## src/rtl/video_timing_gen_if.sv

```systemverilog
// Timing bundle between video_timing_gen (master) and its consumers (slave):
// run/stop control in, counters, strobes and converter controls out.
interface video_timing_gen_if;
  logic        enable;
  logic [11:0] hcount;
  logic [11:0] vcount;
  logic        activeEarly;
  logic        lineStart;
  logic        frameStart;
  logic        blk;
  logic        hs;
  logic        vs;
`ifdef VIDEO_TIMING_FRAMECOUNT_EN
  logic [15:0] frameCount;

  modport master (input enable, output hcount, vcount, activeEarly, lineStart,
                  frameStart, blk, hs, vs, frameCount);
  modport slave  (output enable, input hcount, vcount, activeEarly, lineStart,
                  frameStart, blk, hs, vs, frameCount);
`else
  modport master (input enable, output hcount, vcount, activeEarly, lineStart,
                  frameStart, blk, hs, vs);
  modport slave  (output enable, input hcount, vcount, activeEarly, lineStart,
                  frameStart, blk, hs, vs);
`endif
endinterface

```

## src/rtl/video_timing_gen.sv

```systemverilog
// Pixel-clock timing generator: raw counters/strobes for the fetch pipeline plus
// blk/hs/vs delayed PIPE_DELAY cycles. VIDEO_TIMING_FRAMECOUNT_EN adds frameCount.
module video_timing_gen #(
  parameter int H_ACTIVE   = 640,
  parameter int H_FP       = 16,
  parameter int H_SYNC     = 96,
  parameter int H_BP       = 48,
  parameter int V_ACTIVE   = 480,
  parameter int V_FP       = 10,
  parameter int V_SYNC     = 2,
  parameter int V_BP       = 33,
  parameter bit HS_POL     = 1'b0,
  parameter bit VS_POL     = 1'b0,
  parameter int PIPE_DELAY = 2
) (
  input  logic               clkRGB,
  input  logic               resetn,
  video_timing_gen_if.master vt
);
  localparam int H_TOTAL = H_ACTIVE + H_FP + H_SYNC + H_BP;
  localparam int V_TOTAL = V_ACTIVE + V_FP + V_SYNC + V_BP;

  localparam logic [11:0] H_ACT   = 12'(H_ACTIVE);
  localparam logic [11:0] H_LAST  = 12'(H_TOTAL - 1);
  localparam logic [11:0] HS_FRST = 12'(H_ACTIVE + H_FP);
  localparam logic [11:0] HS_LAST = 12'(H_ACTIVE + H_FP + H_SYNC - 1);
  localparam logic [11:0] V_ACT   = 12'(V_ACTIVE);
  localparam logic [11:0] V_LAST  = 12'(V_TOTAL - 1);
  localparam logic [11:0] VS_FRST = 12'(V_ACTIVE + V_FP);
  localparam logic [11:0] VS_LAST = 12'(V_ACTIVE + V_FP + V_SYNC - 1);

  typedef struct packed {
    logic blk;
    logic hs;
    logic vs;
  } ctl_t;

  localparam ctl_t CTL_IDLE = '{blk: 1'b1, hs: ~HS_POL, vs: ~VS_POL};

  logic [11:0] hcnt, vcnt;
  logic        run, act, line_start, frame_start;
  ctl_t        ctl_raw, ctl_out;

  // Decode is gated by reset too so the combinational outputs read idle while held.
  assign run = vt.enable & resetn;

  always_ff @(posedge clkRGB or negedge resetn) begin
    if (!resetn) begin
      hcnt <= '0;
      vcnt <= '0;
    end else if (!vt.enable) begin
      hcnt <= '0;
      vcnt <= '0;
    end else if (hcnt == H_LAST) begin
      hcnt <= '0;
      vcnt <= (vcnt == V_LAST) ? '0 : vcnt + 12'd1;
    end else begin
      hcnt <= hcnt + 12'd1;
    end
  end

  always_comb begin
    act         = run && (hcnt < H_ACT) && (vcnt < V_ACT);
    line_start  = run && (hcnt == '0);
    frame_start = line_start && (vcnt == '0);
    ctl_raw     = CTL_IDLE;
    if (run) begin
      ctl_raw.blk = ~act;
      if (hcnt >= HS_FRST && hcnt <= HS_LAST) ctl_raw.hs = HS_POL;
      if (vcnt >= VS_FRST && vcnt <= VS_LAST) ctl_raw.vs = VS_POL;
    end
  end

  generate
    if (PIPE_DELAY == 0) begin : g_nodly
      assign ctl_out = ctl_raw;
    end else begin : g_dly
      ctl_t [PIPE_DELAY-1:0] ctl_q;

      // Stopping flushes every stage so no stale sync pulse survives a restart.
      always_ff @(posedge clkRGB or negedge resetn) begin
        if (!resetn) begin
          ctl_q <= {PIPE_DELAY{CTL_IDLE}};
        end else if (!vt.enable) begin
          ctl_q <= {PIPE_DELAY{CTL_IDLE}};
        end else begin
          ctl_q[0] <= ctl_raw;
          for (int i = 1; i < PIPE_DELAY; i++) ctl_q[i] <= ctl_q[i-1];
        end
      end

      assign ctl_out = ctl_q[PIPE_DELAY-1];
    end
  endgenerate

`ifdef VIDEO_TIMING_FRAMECOUNT_EN
  logic [15:0] fcnt;

  always_ff @(posedge clkRGB or negedge resetn) begin
    if (!resetn)            fcnt <= '0;
    else if (!vt.enable)    fcnt <= '0;
    else if (frame_start)   fcnt <= fcnt + 16'd1;
  end

  assign vt.frameCount = fcnt;
`endif

  assign vt.hcount      = hcnt;
  assign vt.vcount      = vcnt;
  assign vt.activeEarly = act;
  assign vt.lineStart   = line_start;
  assign vt.frameStart  = frame_start;
  assign vt.blk         = ctl_out.blk;
  assign vt.hs          = ctl_out.hs;
  assign vt.vs          = ctl_out.vs;
endmodule

```

## src/flat_wrapper.sv

```systemverilog
// flat-port wrapper written by rule: the top's interface ports become plain ports
module video_timing_gen_flat 
#(
  parameter int H_ACTIVE   = 640,
  parameter int H_FP       = 16,
  parameter int H_SYNC     = 96,
  parameter int H_BP       = 48,
  parameter int V_ACTIVE   = 480,
  parameter int V_FP       = 10,
  parameter int V_SYNC     = 2,
  parameter int V_BP       = 33,
  parameter bit HS_POL     = 1'b0,
  parameter bit VS_POL     = 1'b0,
  parameter int PIPE_DELAY = 2
)
  (clkRGB, resetn, vt_enable, vt_hcount, vt_vcount, vt_activeEarly, vt_lineStart, vt_frameStart, vt_blk, vt_hs, vt_vs);
  video_timing_gen_if vt_i ();
  input  logic clkRGB;
  input  logic resetn;
  input wire logic [$bits(vt_i.enable)-1:0] vt_enable;
  output wire logic [$bits(vt_i.hcount)-1:0] vt_hcount;
  output wire logic [$bits(vt_i.vcount)-1:0] vt_vcount;
  output wire logic [$bits(vt_i.activeEarly)-1:0] vt_activeEarly;
  output wire logic [$bits(vt_i.lineStart)-1:0] vt_lineStart;
  output wire logic [$bits(vt_i.frameStart)-1:0] vt_frameStart;
  output wire logic [$bits(vt_i.blk)-1:0] vt_blk;
  output wire logic [$bits(vt_i.hs)-1:0] vt_hs;
  output wire logic [$bits(vt_i.vs)-1:0] vt_vs;
  assign vt_i.enable = vt_enable;
  assign vt_hcount = vt_i.hcount;
  assign vt_vcount = vt_i.vcount;
  assign vt_activeEarly = vt_i.activeEarly;
  assign vt_lineStart = vt_i.lineStart;
  assign vt_frameStart = vt_i.frameStart;
  assign vt_blk = vt_i.blk;
  assign vt_hs = vt_i.hs;
  assign vt_vs = vt_i.vs;
  video_timing_gen #(.H_ACTIVE(H_ACTIVE), .H_FP(H_FP), .H_SYNC(H_SYNC), .H_BP(H_BP), .V_ACTIVE(V_ACTIVE), .V_FP(V_FP), .V_SYNC(V_SYNC), .V_BP(V_BP), .HS_POL(HS_POL), .VS_POL(VS_POL), .PIPE_DELAY(PIPE_DELAY)) u_core (.clkRGB(clkRGB), .resetn(resetn), .vt(vt_i));
endmodule
```

## config.mk

```make
export PLATFORM = sky130hd
export DESIGN_NAME = video_timing_gen_flat
export DESIGN_NICKNAME = d
export VERILOG_FILES = /design/src/rtl/video_timing_gen_if.sv /design/src/rtl/video_timing_gen.sv /design/src/flat_wrapper.sv
export SDC_FILE = /design/constraint.sdc
export NUM_CORES = 1
export LEC_CHECK = 0
export CORE_UTILIZATION = 40
export DETAILED_ROUTE_END_ITERATION = 16
export DONT_BUFFER_PORTS = 1
export PLACE_DENSITY = 0.59
export SETUP_SLACK_MARGIN = 0.3
export SYNTH_ARGS = -nofsm -noshare
export SYNTH_HDL_FRONTEND = slang
export SYNTH_SLANG_ARGS = --single-unit
```

## constraint.sdc

```tcl
create_clock -name clkRGB -period 2 [get_ports clkRGB]
set_input_delay 0.5 -clock clkRGB [delete_from_list [all_inputs] [get_ports clkRGB]]
set_output_delay 0.5 -clock clkRGB [all_outputs]
set_load 0.02 [all_outputs]
```

==> results of run 1 <==
synth_stat cells, types with 3 or more instances:
master / number
a21oi_1: 4
and3_1: 3
and4_1: 4
clkbuf_1: 9
dfrtp_1: 24
dfstp_2: 6
ha_1: 5
inv_1: 11
mux2i_1: 3
nand2_1: 11
nand2b_1: 3
nand3_1: 10
nand4_1: 8
nor2_1: 13
nor3_1: 5
o211ai_1: 3
o21ai_0: 7
o31ai_1: 5
xnor2_1: 7
xor2_1: 3
through the flow:
stage	setup TNS (ps)	worst slack, ps	total power [mW]	util
after floorplan	-333	-175	0.687	-
after detailed placement	-233	-94.7	0.706	0.497
after global routing	-1050	-389	1.39	0.604
final	-662	-320	1.35	0.604
after CTS	-629	-305	1.33	0.562
after global placement	-121	-74.6	0.705	0.497
logic make-up after synthesis:
| family | Yosys count | share of synthesized area |
|---|---|---|
| compound gates | 28 | 0.114 |
| xor+xnor | 10 | 0.0528 |
| fa+ha+maj | 5 | 0.0377 |
| buf+inv | 22 | 0.0521 |
| flops | 30 | 0.457 |
| mux | 3 | 0.0181 |
| simple gates | 76 | 0.268 |
timing repair:
item	4_1_cts	5_1_grt
pin swaps	8	10
gates resized for setup	31	26
setup endpoints to repair	26	26
buffers inserted	2	8
hold endpoints to repair	24	0
hold buffers	1	0
cloned	1	0
routing by layer:
metal | share of wire | track usage | wire, um
met1 | 0.41 | 0.284 | 1930
met2 | 0.49 | 0.371 | 2290
met3 | 0.065 | 0.0655 | 306
met4 | 0.032 | 0.120 | 149
met5 | 0 | 0 | 0
worst paths after layout:
path                                                  from                                to  slack (ps)  depth (start not counted)
setup / recovery           u_core.vt.vcount[9]$_DFFE_PN0P_                     vt_frameStart        -320                          4
hold / removal                                      resetn  u_core.vt.vcount[11]$_DFFE_PN0P_          20                          1
setup reg to reg             u_core.vt.hcount[6]$_DFF_PN0_   u_core.vt.vcount[9]$_DFFE_PN0P_        -110                          4
hold reg to reg            u_core.g_dly.ctl_q[0]$_DFF_PN1_            u_core.vt.vs$_DFF_PN1_         480                          1
max in group asynchronous                           resetn     u_core.vt.hcount[0]$_DFF_PN0_        1810                          1
min in group clkRGB                              vt_enable            u_core.vt.vs$_DFF_PN1_         250                          1
area by class of cell:
cell class                 instances  area (sq um)
fill                             338          1590
multi-input combinational        123          1020
tap                               50          62.6
clock buffer                       7          76.3
inverter                          11          41.3
timing repair buffer              48           415
clock inverter                     1          30.0
sequential                        30           766
registers in the layout (all words and copies together), names as in the netlist:
signal / cells
u_core.g_dly.ctl_q: 3
u_core.vt.vcount: 12
u_core.vt.vs: 1
u_core.vt.hcount: 12
u_core.vt.blk: 1
u_core.vt.hs: 1
power by group:
| group | internal [mW] | total, mW | switching, mW | leakage [nW] |
|---|---|---|---|---|
| combinational | 0.0545 | 0.123 | 0.0680 | 0.545 |
| sequential | 0.616 | 0.621 | 0.00565 | 0.386 |
| clock | 0.372 | 0.605 | 0.232 | 0.0524 |
worst reg2reg max path: cells and delay by family (launching register included):
| kind | cells | cell delay [ps] |
|---|---|---|
| and+or+nand+nor | 3 | 1500 |
| DFF | 1 | 400 |
| muxes | 1 | 140 |
==> flow_metrics.tcl, run 1 <==
set metrics [dict create \
    synth.avg_cell_area_sq_um 9.53 \
    rsz0062_at_grt "true" \
    synth_area_leaders "dfrtp_1 36%, dfstp_2 9.5%, ha_1 3.8%, xnor2_1 3.7%, nand3_1 3.0%" \
    layout_common_cells "38 x buf_4, 18 x dfrtp_1, 9 x nand2_1" \
    timing.final.crit_share 1.16 \
    worstPathArrival_ps 1820 \
    synth_edf_count 0 \
    io_pins 33 \
    critPathBufInv 0 \
    fin_cells 270 \
    status "finished with violations" \
    setup_slack_ps -320 \
    startpoint_type "register" \
    yosysTopAreaCellShare 0.362 \
    design_area_sq_um 2410 \
    cts.sinks 30 \
    clk_pin_slew_worst_paths_ps 70 \
    syn_area_sq_um 1660 \
    period_minus_slack_ps 2320 \
    critPathMaxStageDelay_ps 400 \
    grt_first_pass_wirelength_um 7440 \
    synth.ff_latch_count 30 \
    dp_cells 250 \
    async_flop_share 1.00 \
    die_w_um 66.4 \
    dpl-instance-area_sq_um 1990 \
    yosysTopAreaCell "dfrtp_1" \
    path_cells "or3_4, or2_4, nand3b_1, nor3b_4" \
    tightest_slew_ps 352 \
    ys_warn_count 0 \
    synth_nets 182 \
    path_class "reg2out" \
    cts.htree.levels 2 \
    peakVddDrop_mv 0.402 \
    cts_max_path_buffers 2 \
    ys_types 44 \
    crit_fanout 2 \
    areaGrowthSynthToFinish_pct 45.7 \
    cts_tree "done" \
    numCtsBuffers 5 \
    antenna_found_initial 0 \
    hold_ws_ps 19.9 \
    place_congestion 0.852 \
    drc 0 \
    drtIter0Drc 108 \
    yosysSeqAreaShare 0.457 \
    vias 1539 \
    failed_checks "setup timing" \
    hold_viol_final 0 \
    postSynthCellCount 174 \
    gr-usage-all-layers 0.233 \
    skew_ps 7.37 \
    nNetsFinal 227 \
    initial_core_util 0.414 \
    finalMaxSlewViolations 0 \
    final_common_cell "buf_4" \
    vias_per_cell 5.70 \
    crit_path_end_kind "output port" \
    numPortBuffers 0 \
    rows 23 \
    maxSlewHeadroom 0.759 \
    leakagePower_nw 0.984 \
    crit_slowest_cell "or3_4" \
    cap_violations 0 \
    dp_hpwl_um 3000 \
    critPathRequiredTime_ps 1500 \
    setup_violations 4 \
    antenna_cells 0 \
    dieArea_sq_um 4410 \
    wl_per_cell_um 17.3 \
    power_density_nw_per_um2 558 \
    drive_gt1_frac 0.473 \
    insertion_delay_ps 280 \
    synth_top_flop_cell "dfrtp_1" \
    grt_overflow_total 0 \
    grt_pass1_vias 1522 \
    timing.fmax_ghz 0.431 \
    routed_wl_um 4680 \
    fp.dieH_um 66.4 \
    holdCritPathClass "in2async" \
    grt_max_degree 25 \
    core_area_sq_um 4000 \
    critPathTopFamily "simple AND/OR/NAND/NOR gates" \
    cts-root-buf "clkbuf_8" \
    antenna_left 0 \
    drt_first_pass_iters 4 \
]
Power figures use the tool's default switching activity.
==> run 2, diff against run 1 <==
Settings changed: PLACE_DENSITY 0.59 to not set, PLACE_DENSITY_LB_ADDON set to 0.2.
==> run 2 against run 1 <==
Against the previous run: the run still ends with setup timing left; sequential share of layout area fell by 0.50 points; clock power fell by 5.8%; combinational power rose by 13%; largest cell class unchanged.
==> flow_metrics.tcl, run 2 (same netlist as run 1, synthesis figures left out) <==
set metrics [dict create \
    status "finished with violations" \
    failed_checks "setup timing" \
    timing.final.crit_share 1.15 \
    power_switching_mw 0.302 \
    fill_cells 339 \
    crit_path_end_kind "output port" \
    gr-usage-all-layers 0.236 \
    core_area_sq_um 4000 \
    antenna_cells 0 \
    rsz0062_at_grt "true" \
    layout_common_cells "34 x buf_4, 18 x dfrtp_1, 10 x inv_1, 10 x nand3_1, 10 x buf_6" \
    insertion_delay_ps 280 \
    path_class "reg2out" \
    power_density_nw_per_um2 543 \
    die_w_um 66.4 \
    critPathBufInv 0 \
    seqPwrFrac 0.467 \
    maxSlewHeadroom 0.721 \
    grt_max_degree 25 \
    nNetsFinal 226 \
    grt_pass1_vias 1602 \
    reg2reg_slack_ps -60 \
    io_pins 33 \
    peakVddDrop_mv 0.399 \
    cap_violations 0 \
    worstPathArrival_ps 1800 \
    fin_cells 269 \
    switching_share 0.226 \
    crit_fanout 2 \
    cts_max_path_buffers 2 \
    cts.sinks 30 \
    clk_pin_slew_worst_paths_ps 70 \
    skew_ps 5.24 \
    routed_wl_um 4720 \
    combPwrFrac 0.104 \
    critPathMaxStageDelay_ps 390 \
    wl_per_cell_um 17.6 \
    crit_slowest_cell "or3_4" \
    holdCritPathClass "in2async" \
    path_cells "or3_4, or2_4, nand3b_1, nor3b_4" \
    finalPower_mw 1.33 \
    rows 23 \
    tightest_slew_ps 408 \
    initial_core_util 0.414 \
    antenna_found_initial 0 \
    grt_first_pass_wirelength_um 7590 \
    finalMaxSlewViolations 0 \
    antenna_left 0 \
    numCtsBuffers 5 \
    startpoint_type "register" \
    hold_viol_final 0 \
    grt_overflow_total 0 \
    setup_violations 13 \
    areaGrowthSynthToFinish_pct 48.0 \
    cts_tree "done" \
    final_common_cell "buf_4" \
    vias 1543 \
    leakagePower_nw 1.01 \
    dp_hpwl_um 3160 \
    setup_slack_ps -301 \
    final_core_util 0.613 \
    drc 0 \
    drtIter0Drc 109 \
    design_area_sq_um 2450 \
    dpl-instance-area_sq_um 1980 \
    p_int_mw 1.03 \
    cts-root-buf "clkbuf_8" \
    hold_ws_ps 27.3 \
    fp.dieH_um 66.4 \
    drt_first_pass_iters 4 \
    dieArea_sq_um 4410 \
    dp_slack_ps -109 \
    timing.fmax_ghz 0.435 \
    setup_tns_ps -648 \
    vias_per_cell 5.74 \
    period_minus_slack_ps 2300 \
    drive_gt1_frac 0.470 \
    clkPwrFrac 0.428 \
    cts.htree.levels 2 \
    numPortBuffers 0 \
    critPathRequiredTime_ps 1500 \
    dp_cells 248 \
    place_congestion 0.820 \
    critPathTopFamily "simple AND/OR/NAND/NOR gates" \
]
==> run 2: path summary, 6_finish.rpt <==
| kind | from | to | cells past startpoint |
|---|---|---|---|
| setup reg to reg | u_core.vt.hcount[5]$_DFF_PN0_ | u_core.vt.vcount[9]$_DFFE_PN0P_ | 4 |
| setup / recovery | u_core.vt.vcount[9]$_DFFE_PN0P_ | vt_frameStart | 4 |
| min in group clkRGB | vt_enable | u_core.vt.hs$_DFF_PN1_ | 1 |
| hold reg to reg | u_core.g_dly.ctl_q[0]$_DFF_PN1_ | u_core.vt.vs$_DFF_PN1_ | 1 |
| hold / removal | resetn | u_core.vt.vcount[5]$_DFFE_PN0P_ | 1 |
| max in group asynchronous | resetn | u_core.vt.hcount[0]$_DFF_PN0_ | 1 |
==> run 2: routing by layer <==
metal	routed length (um)	track usage
met5	0	0
met4	65	0.0771
met3	276	0.0793
met2	2500	0.423
met1	1880	0.257
==> run 2: what timing repair did <==
item | in CTS | in global routing
setup endpoints to repair | 27 | 26
gates cloned | 1 | 0
buffers inserted | 8 | 3
pin swaps | 11 | 13
hold buffers | 1 | 0
hold endpoints to repair | 24 | 0
resized for setup | 42 | 14
==> run 2: final cells by class <==
cell class | count | area [sq um] | area share
flip-flops and latches | 30 | 766 | 0.312
clock buffers | 8 | 110 | 0.0449
inverters | 11 | 41.3 | 0.0168
multi-input cells | 122 | 1020 | 0.415
well taps | 50 | 62.6 | 0.0255
repair buffers | 48 | 455 | 0.186
==> run 2: power groups by stage <==
stage,sequential (mW),clock (mW),combinational [mW]
floorplan,0.641,0,0.0458
global placement,0.632,0,0.0742
detailed placement,0.632,0,0.0751
CTS,0.622,0.579,0.126
global route,0.623,0.615,0.149
finish,0.622,0.570,0.139
